File: src/rtl/dmem_req_ctrl_pkg.sv
`default_nettype none
// ============================================================================
// Module      : dmem_req_ctrl_pkg
// Description : Shared opcodes, transfer sizes, controller states and
//               store-lane helpers for the data memory request controller.
// Revision    : 1.0 - initial release
// ============================================================================
package dmem_req_ctrl_pkg;

  // MIPS load/store opcode field values
  localparam logic [5:0] OP_LB  = 6'b100000;
  localparam logic [5:0] OP_LH  = 6'b100001;
  localparam logic [5:0] OP_LW  = 6'b100011;
  localparam logic [5:0] OP_LBU = 6'b100100;
  localparam logic [5:0] OP_LHU = 6'b100101;
  localparam logic [5:0] OP_SB  = 6'b101000;
  localparam logic [5:0] OP_SH  = 6'b101001;
  localparam logic [5:0] OP_SW  = 6'b101011;

  // Bus transfer size encodings
  localparam logic [1:0] DSIZE_BYTE = 2'd0;
  localparam logic [1:0] DSIZE_HALF = 2'd1;
  localparam logic [1:0] DSIZE_WORD = 2'd2;

  // Controller states
  typedef enum logic [2:0] {
    ST_IDLE  = 3'd0,
    ST_REQ   = 3'd1,
    ST_WAIT  = 3'd2,
    ST_DONE  = 3'd3,
    ST_DRAIN = 3'd4
  } state_e;

  // Lane-aligned store request fields
  typedef struct packed {
    logic [31:0] wdata;
    logic [3:0]  wstrb;
    logic [1:0]  size;
  } store_lane_t;

  // Bit 3 of the opcode separates stores (1) from loads (0)
  function automatic logic is_store_op(input logic [5:0] op);
    return op[3];
  endfunction

  // Low two opcode bits encode width: 00 byte, 01 half, 11 word
  function automatic logic [1:0] op_size(input logic [5:0] op);
    logic [1:0] s;
    case (op[1:0])
      2'b11:   s = DSIZE_WORD;
      2'b01:   s = DSIZE_HALF;
      default: s = DSIZE_BYTE;
    endcase
    return s;
  endfunction

  // Natural-alignment violation for the access width
  function automatic logic misaligned(input logic [5:0] op, input logic [1:0] a);
    logic [1:0] s;
    s = op_size(op);
    return ((s == DSIZE_HALF) && a[0]) || ((s == DSIZE_WORD) && (a != 2'b00));
  endfunction

  // Moves store data into its byte lanes; loads produce zero data/strobes.
  // A half store with addr[0] set (only reachable when alignment checking
  // is off) is passed through unshifted with all strobes on.
  function automatic store_lane_t align_store(input logic [5:0]  op,
                                              input logic [1:0]  a,
                                              input logic [31:0] d);
    store_lane_t r;
    r.size  = op_size(op);
    r.wdata = 32'd0;
    r.wstrb = 4'b0000;
    if (is_store_op(op)) begin
      case (r.size)
        DSIZE_BYTE: begin
          r.wdata = {24'd0, d[7:0]} << {a, 3'b000};
          r.wstrb = 4'b0001 << a;
        end
        DSIZE_HALF: begin
          if (a[0]) begin
            r.wdata = d;
            r.wstrb = 4'b1111;
          end else if (a[1]) begin
            r.wdata = {d[15:0], 16'd0};
            r.wstrb = 4'b1100;
          end else begin
            r.wdata = {16'd0, d[15:0]};
            r.wstrb = 4'b0011;
          end
        end
        default: begin
          r.wdata = d;
          r.wstrb = 4'b1111;
        end
      endcase
    end
    return r;
  endfunction

endpackage
`default_nettype wire

File: src/rtl/dmem_req_ctrl_load_extend.sv
`default_nettype none
// ============================================================================
// Module      : dmem_req_ctrl_load_extend
// Description : Selects the addressed byte/half of a raw read word and
//               sign- or zero-extends it according to the load opcode.
// Revision    : 1.0 - initial release
// ============================================================================
module dmem_req_ctrl_load_extend (
  input  logic [5:0]  op,
  input  logic [1:0]  addr_lo,
  input  logic [31:0] raw,
  output logic [31:0] result
);
  import dmem_req_ctrl_pkg::*;

  logic [7:0]  byte_sel;
  logic [15:0] half_sel;

  // Lane select followed by width/sign extension
  always_comb begin
    case (addr_lo)
      2'd0:    byte_sel = raw[7:0];
      2'd1:    byte_sel = raw[15:8];
      2'd2:    byte_sel = raw[23:16];
      default: byte_sel = raw[31:24];
    endcase
    half_sel = addr_lo[1] ? raw[31:16] : raw[15:0];
    case (op)
      OP_LB:   result = {{24{byte_sel[7]}}, byte_sel};
      OP_LBU:  result = {24'd0, byte_sel};
      OP_LH:   result = {{16{half_sel[15]}}, half_sel};
      OP_LHU:  result = {16'd0, half_sel};
      default: result = raw;
    endcase
  end

endmodule
`default_nettype wire

File: src/rtl/dmem_req_ctrl.sv
`default_nettype none
// ============================================================================
// Module      : dmem_req_ctrl
// Description : MEM-stage data request controller. Turns each load/store
//               into one bus transaction, stalls the pipeline until it
//               completes and drains an in-flight access on flush.
//               Optional macro ADDR_ALIGN_CHECK_EN enables address-error
//               detection (adel/ades) for misaligned half/word accesses.
// Revision    : 1.0 - initial release
// ============================================================================
module dmem_req_ctrl (
  input  logic        clk,
  input  logic        rst,
  input  logic        mem_en,
  input  logic [5:0]  mem_op,
  input  logic [31:0] mem_addr,
  input  logic [31:0] mem_wdata,
  input  logic        flush,
  output logic        mem_stall,
  output logic [31:0] mem_rdata,
  output logic        adel,
  output logic        ades,
  output logic        data_req,
  output logic        data_wr,
  output logic [1:0]  data_size,
  output logic [31:0] data_addr,
  output logic [3:0]  data_wstrb,
  output logic [31:0] data_wdata,
  input  logic        data_addr_ok,
  input  logic        data_data_ok,
  input  logic [31:0] data_rdata
);
  import dmem_req_ctrl_pkg::*;

  state_e      state_q, state_d;
  logic [5:0]  op_q, op_d;
  logic [31:0] addr_q, addr_d;
  logic [31:0] wdata_q, wdata_d;
  logic [3:0]  wstrb_q, wstrb_d;
  logic [1:0]  size_q, size_d;
  logic        wr_q, wr_d;
  logic        req_q, req_d;
  logic [31:0] rdata_q, rdata_d;

  logic        addr_err;
  store_lane_t lane;
  logic [31:0] ext_word;

`ifdef ADDR_ALIGN_CHECK_EN
  // Misalignment is only reported while a new access is being offered
  assign addr_err = misaligned(mem_op, mem_addr[1:0]);
  assign adel     = (state_q == ST_IDLE) && mem_en && addr_err && !is_store_op(mem_op);
  assign ades     = (state_q == ST_IDLE) && mem_en && addr_err &&  is_store_op(mem_op);
`else
  assign addr_err = 1'b0;
  assign adel     = 1'b0;
  assign ades     = 1'b0;
`endif

  assign lane = align_store(mem_op, mem_addr[1:0], mem_wdata);

  dmem_req_ctrl_load_extend u_load_extend (
    .op      (op_q),
    .addr_lo (addr_q[1:0]),
    .raw     (data_rdata),
    .result  (ext_word)
  );

  // Next-state, request latch and load-result capture
  always_comb begin
    state_d = state_q;
    op_d    = op_q;
    addr_d  = addr_q;
    wdata_d = wdata_q;
    wstrb_d = wstrb_q;
    size_d  = size_q;
    wr_d    = wr_q;
    rdata_d = rdata_q;
    case (state_q)
      ST_IDLE: begin
        if (mem_en && !flush && !addr_err) begin
          state_d = ST_REQ;
          op_d    = mem_op;
          addr_d  = mem_addr;
          wdata_d = lane.wdata;
          wstrb_d = lane.wstrb;
          size_d  = lane.size;
          wr_d    = is_store_op(mem_op);
        end
      end
      ST_REQ: begin
        if (data_addr_ok) begin
          if (data_data_ok) begin
            // A flush in the completing cycle discards the result
            state_d = flush ? ST_IDLE : ST_DONE;
            if (!flush && !wr_q) rdata_d = ext_word;
          end else begin
            state_d = flush ? ST_DRAIN : ST_WAIT;
          end
        end else if (flush) begin
          state_d = ST_IDLE;
        end
      end
      ST_WAIT: begin
        if (data_data_ok) begin
          state_d = flush ? ST_IDLE : ST_DONE;
          if (!flush && !wr_q) rdata_d = ext_word;
        end else if (flush) begin
          state_d = ST_DRAIN;
        end
      end
      ST_DRAIN: begin
        if (data_data_ok) state_d = ST_IDLE;
      end
      ST_DONE: state_d = ST_IDLE;
      default: state_d = ST_IDLE;
    endcase
    req_d = (state_d == ST_REQ);
  end

  // State and latched request registers
  always_ff @(posedge clk or posedge rst) begin
    if (rst) begin
      state_q <= ST_IDLE;
      op_q    <= 6'd0;
      addr_q  <= 32'd0;
      wdata_q <= 32'd0;
      wstrb_q <= 4'd0;
      size_q  <= 2'd0;
      wr_q    <= 1'b0;
      req_q   <= 1'b0;
      rdata_q <= 32'd0;
    end else begin
      state_q <= state_d;
      op_q    <= op_d;
      addr_q  <= addr_d;
      wdata_q <= wdata_d;
      wstrb_q <= wstrb_d;
      size_q  <= size_d;
      wr_q    <= wr_d;
      req_q   <= req_d;
      rdata_q <= rdata_d;
    end
  end

  assign data_req   = req_q;
  assign data_wr    = wr_q;
  assign data_size  = size_q;
  assign data_addr  = addr_q;
  assign data_wstrb = wstrb_q;
  assign data_wdata = wdata_q;
  assign mem_rdata  = rdata_q;
  assign mem_stall  = (mem_en && !flush && (state_q != ST_DONE) && !addr_err)
                    || (state_q == ST_DRAIN);

endmodule
`default_nettype wire

File: config.mk
export PLATFORM = sky130hd
export DESIGN_NAME = dmem_req_ctrl
export DESIGN_NICKNAME = d
export VERILOG_FILES = /design/src/rtl/dmem_req_ctrl_pkg.sv /design/src/rtl/dmem_req_ctrl_load_extend.sv /design/src/rtl/dmem_req_ctrl.sv
export SDC_FILE = /design/constraint.sdc
export NUM_CORES = 1
export LEC_CHECK = 0
export BUFFER_PORTS_ARGS = -buffer_cell sky130_fd_sc_hd__buf_2
export CORE_MARGIN = 2
export CORE_UTILIZATION = 52
export DETAILED_ROUTE_END_ITERATION = 8
export PLACE_DENSITY = 0.86
export SYNTH_ARGS = -nofsm -noshare
export SYNTH_HDL_FRONTEND = slang
export SYNTH_SLANG_ARGS = --single-unit
File: constraint.sdc
create_clock -name clk -period 4.99 [get_ports clk]
set_input_delay 0 -clock clk [delete_from_list [all_inputs] [get_ports clk]]
set_output_delay 0 -clock clk [all_outputs]
set_load 0.005 [all_outputs]
==> results.yml <==
cts:
  cts_num_sinks: 112
  htreeDepth: 3
  cts_tree: "built"
  clock_latency_ns: 0.37
  cts-root-buf: "clkbuf_8"
  post_cts_buffers: 0
  ctsResizeCount: 0
  cts_buffers: 9
  clk_pin_slew_ns: 0.10
  cts_buffer_depth: 2
global_route:
  grt_pass1_wl_um: 29300
  grt_pass1_vias: 5641
  grt-ovfl-total: 0
  grt_usage_pct: 35.0
  grt_max_degree: 82
  antenna_found_initial: 2
status:
  status: "complete, no violations"
critical_path:
  ff2ff_path_depth: 4
  critPathCaptureType: "flip-flop"
  crit_top_cell: "dlygate4sd3_1"
  critPathLaunchType: "input port"
  cpLargestDelayFamily: "buffers and inverters"
  rr_endpoint: "mem_rdata[26]"
  reg2reg_from: "op_q[3]"
  critPathRequiredTime_ns: 5.26
  cp_slowest_cell: "dlygate4sd3_1"
  worstPathArrival_ns: 2.62
  worstSetupPathType: "in2reg"
  cp_num_buf_inv: 3
  cpPeakStageDelay_ns: 0.63
  timing.critical_path.cells: "dlygate4sd3_1 > buf_2 > nand2b_1 > nor2_1 > a222oi_1 > dlygate4sd3_1 > o21ai_0"
  r2r_setup_slack_ns: 2.68
  critPathMaxFanout: 8
floorplan:
  initial_core_util_pct: 53.2
  row_count: 36
  dieArea_um2: 10800
  fp.dieH_um: 104
  ioPinCount: 215
  core_um2: 9730
  die_x_um: 104
routing:
  vias: 5461
  antenna_left: 0
  drc: 0
  viasPerCell: 6.01
  dr.pass1.iters: 7
  drt-total-wl_um: 18700
  drt_iter0_drc: 530
  route.met3.wl_um: 1900
  wl_per_cell_um: 20.6
  met2_length_um: 9140
  wl_met1_um: 6590
  top_layer: "met4"
logic_synthesis:
  synth-seq-cells: 112
  synth_edf_count: 0
  synth.top_cell.area_share_pct: 54.1
  synth_cell_type_count: 43
  synth_area_leader_cell: "dfrtp_1"
  yosysSeqAreaShare_pct: 54.1
  syn_area_um2: 5180
  synth_cells: 475
  async_reset_ff_share_pct: 100
  ys.warnings.count: 0
  syn_avg_cell_area_um2: 10.9
  netlist_top_cells_area: "dfrtp_1, mux2_2, nand2_1"
  synth_ff_type: "dfrtp_1"
power_and_ir_drop:
  max-vdd-ir-drop_mv: 0.232
  power.leakage_uw: 0.00362
  power_per_cell_area_nw_per_um2: 396
placed_design:
  gp_congestion: 0.908
  portBuffers: 212
  dp_hpwl_um: 10200
  dp_cells: 793
  place_ws_ns: 2.82
sta:
  setup-tns-final_ns: 0
  slew_violations: 0
  fin_crit_ns: 2.34
  period_share_pct: 46.9
  fin_skew_ns: 0.00858
  tightestPinTransition_ns: 1.39
  slew_headroom_pct: 7.39
  rsz0062_at_grt: "no"
  finalSetupViolations: 0
  setup_ws_ns: 2.65
  fmax_mhz: 427
  hold_viol_final: 0
cells_and_area:
  final_cells: 909
  utilization_pct: 77.0
  num-nets-final: 877
  syn_to_final_growth_pct: 44.6
  drive_above_1_share_pct: 37.9
worst_hold_path:
  worst_hold_path.num_cells: 3
  worstHoldStart: "data_rdata[13]"
  worstHoldEndpoint: "mem_rdata[13]"
  hold_class: "in2reg"
job:
  maxCapViolCount: 0
state kept, by name, summed over array words and instances, names as in the netlist:
signal and count:
mem_rdata 32, data_addr 32, op_q 6, data_size 2
state_q 3, data_wdata 32, data_req 1, data_wstrb 4
Yosys cell counts, drive strengths merged, types with 3 or more instances:
cell type / instances
dfrtp: 112
nand2: 58
mux2: 44
nor2: 42
o21ai: 42
clkbuf: 21
a21oi: 19
a31oi: 17
a22oi: 16
buf: 12
inv: 12
a222oi: 9
a22o: 8
mux4: 8
o2bb2ai: 7
o22ai: 6
a221oi: 5
nand2b: 5
a21o: 3
nor3: 3
layer usage:
layer,global-route usage (%),up-vias
met5,0,-
met4,19.9,0
met3,8.12,112
met2,59.6,466
met1,40.7,2561
li1,-,2322
stage by stage:
| stage | hold slack [ns] | area [um2] | power [uW] |
|---|---|---|---|
| floorplan | 0.133 | 5180 | 1860 |
| global placement | 0.0833 | 6320 | 2250 |
| detailed placement | 0.0934 | 6320 | 2310 |
| CTS | 0.00198 | 7490 | 2900 |
| global route | 0.0312 | 7490 | 3120 |
| finish | 0.0165 | 7490 | 2970 |
cells by family (layout without fill, tap and decap cells):
family                 count (synthesis)  count (layout)  share of synthesized area, %
AO/OA/AOI/OAI                        141             141                          18.5
flip-flops                           112             112                          54.1
AND/OR/NAND/NOR                      123             123                          10.4
multiplexers                          53              53                          13.2
other                                  1               4                        0.0724
buffers and inverters                 45             343                          3.65
how the worst max path moves through the flow:
stage	cells after the start	slack [ns]	from	endpoint
2_1_floorplan	1	2.03	rst	data_addr[0]
3_3_place_gp	3	2.91	state_q[0]	data_addr[26]
3_5_place_dp	3	2.82	state_q[1]	data_addr[2]
4_1_cts	4	2.79	op_q[3]	mem_rdata[28]
5_1_grt	7	2.56	mem_addr[0]	data_wdata[25]
6_report	7	2.65	mem_addr[0]	data_wdata[25]
worst min-delay path: stages:
cell	delay [ns]
buf_2	0.11
o21ai_0	0.09
o2bb2ai_1	0.15
where the power goes:
group,total [uW],internal (uW),switching (uW),leakage [uW]
Sequential,1390,1180,211,0.00139
Clock,542,231,311,0.000100
Combinational,1030,536,498,0.00213
layout by cell type, fill, tap and decap left out, drive strengths merged, types with 2 or more instances in the layout:
master       instances
a21o                 3
a21oi               19
a221oi               5
a222oi               9
a22o                 8
a22oi               16
a311oi               2
a31oi               17
and3                 2
buf                217
clkbuf              10
clkinv               4
conb                 2
dfrtp              112
diode                2
dlygate4sd3         98
inv                 13
mux2                44
mux4                 8
nand2               58
nand2b               5
nand3b               2
nor2                42
nor2b                2
nor3                 3
nor3b                2
o21a                 2
o21ai               42
o22ai                6
o2bb2ai              7
o31ai                2
repair_timing:
| item | 4_1_cts | 5_1_grt |
|---|---|---|
| hold endpoints to repair | 141 | 0 |
| setup endpoints to repair | 0 | 0 |
| hold buffers | 98 | 0 |
layout make-up:
| type | instances | area [um2] |
|---|---|---|
| sequential | 112 | 2800 |
| clock inverter | 6 | 58.8 |
| tap | 133 | 166 |
| clock buffer | 10 | 128 |
| fill | 615 | 2240 |
| multi-input combinational | 319 | 2200 |
| antenna | 2 | 5.00 |
| timing repair buffer | 315 | 2080 |
| inverter | 12 | 47.5 |
Power figures use the tool's default switching activity.
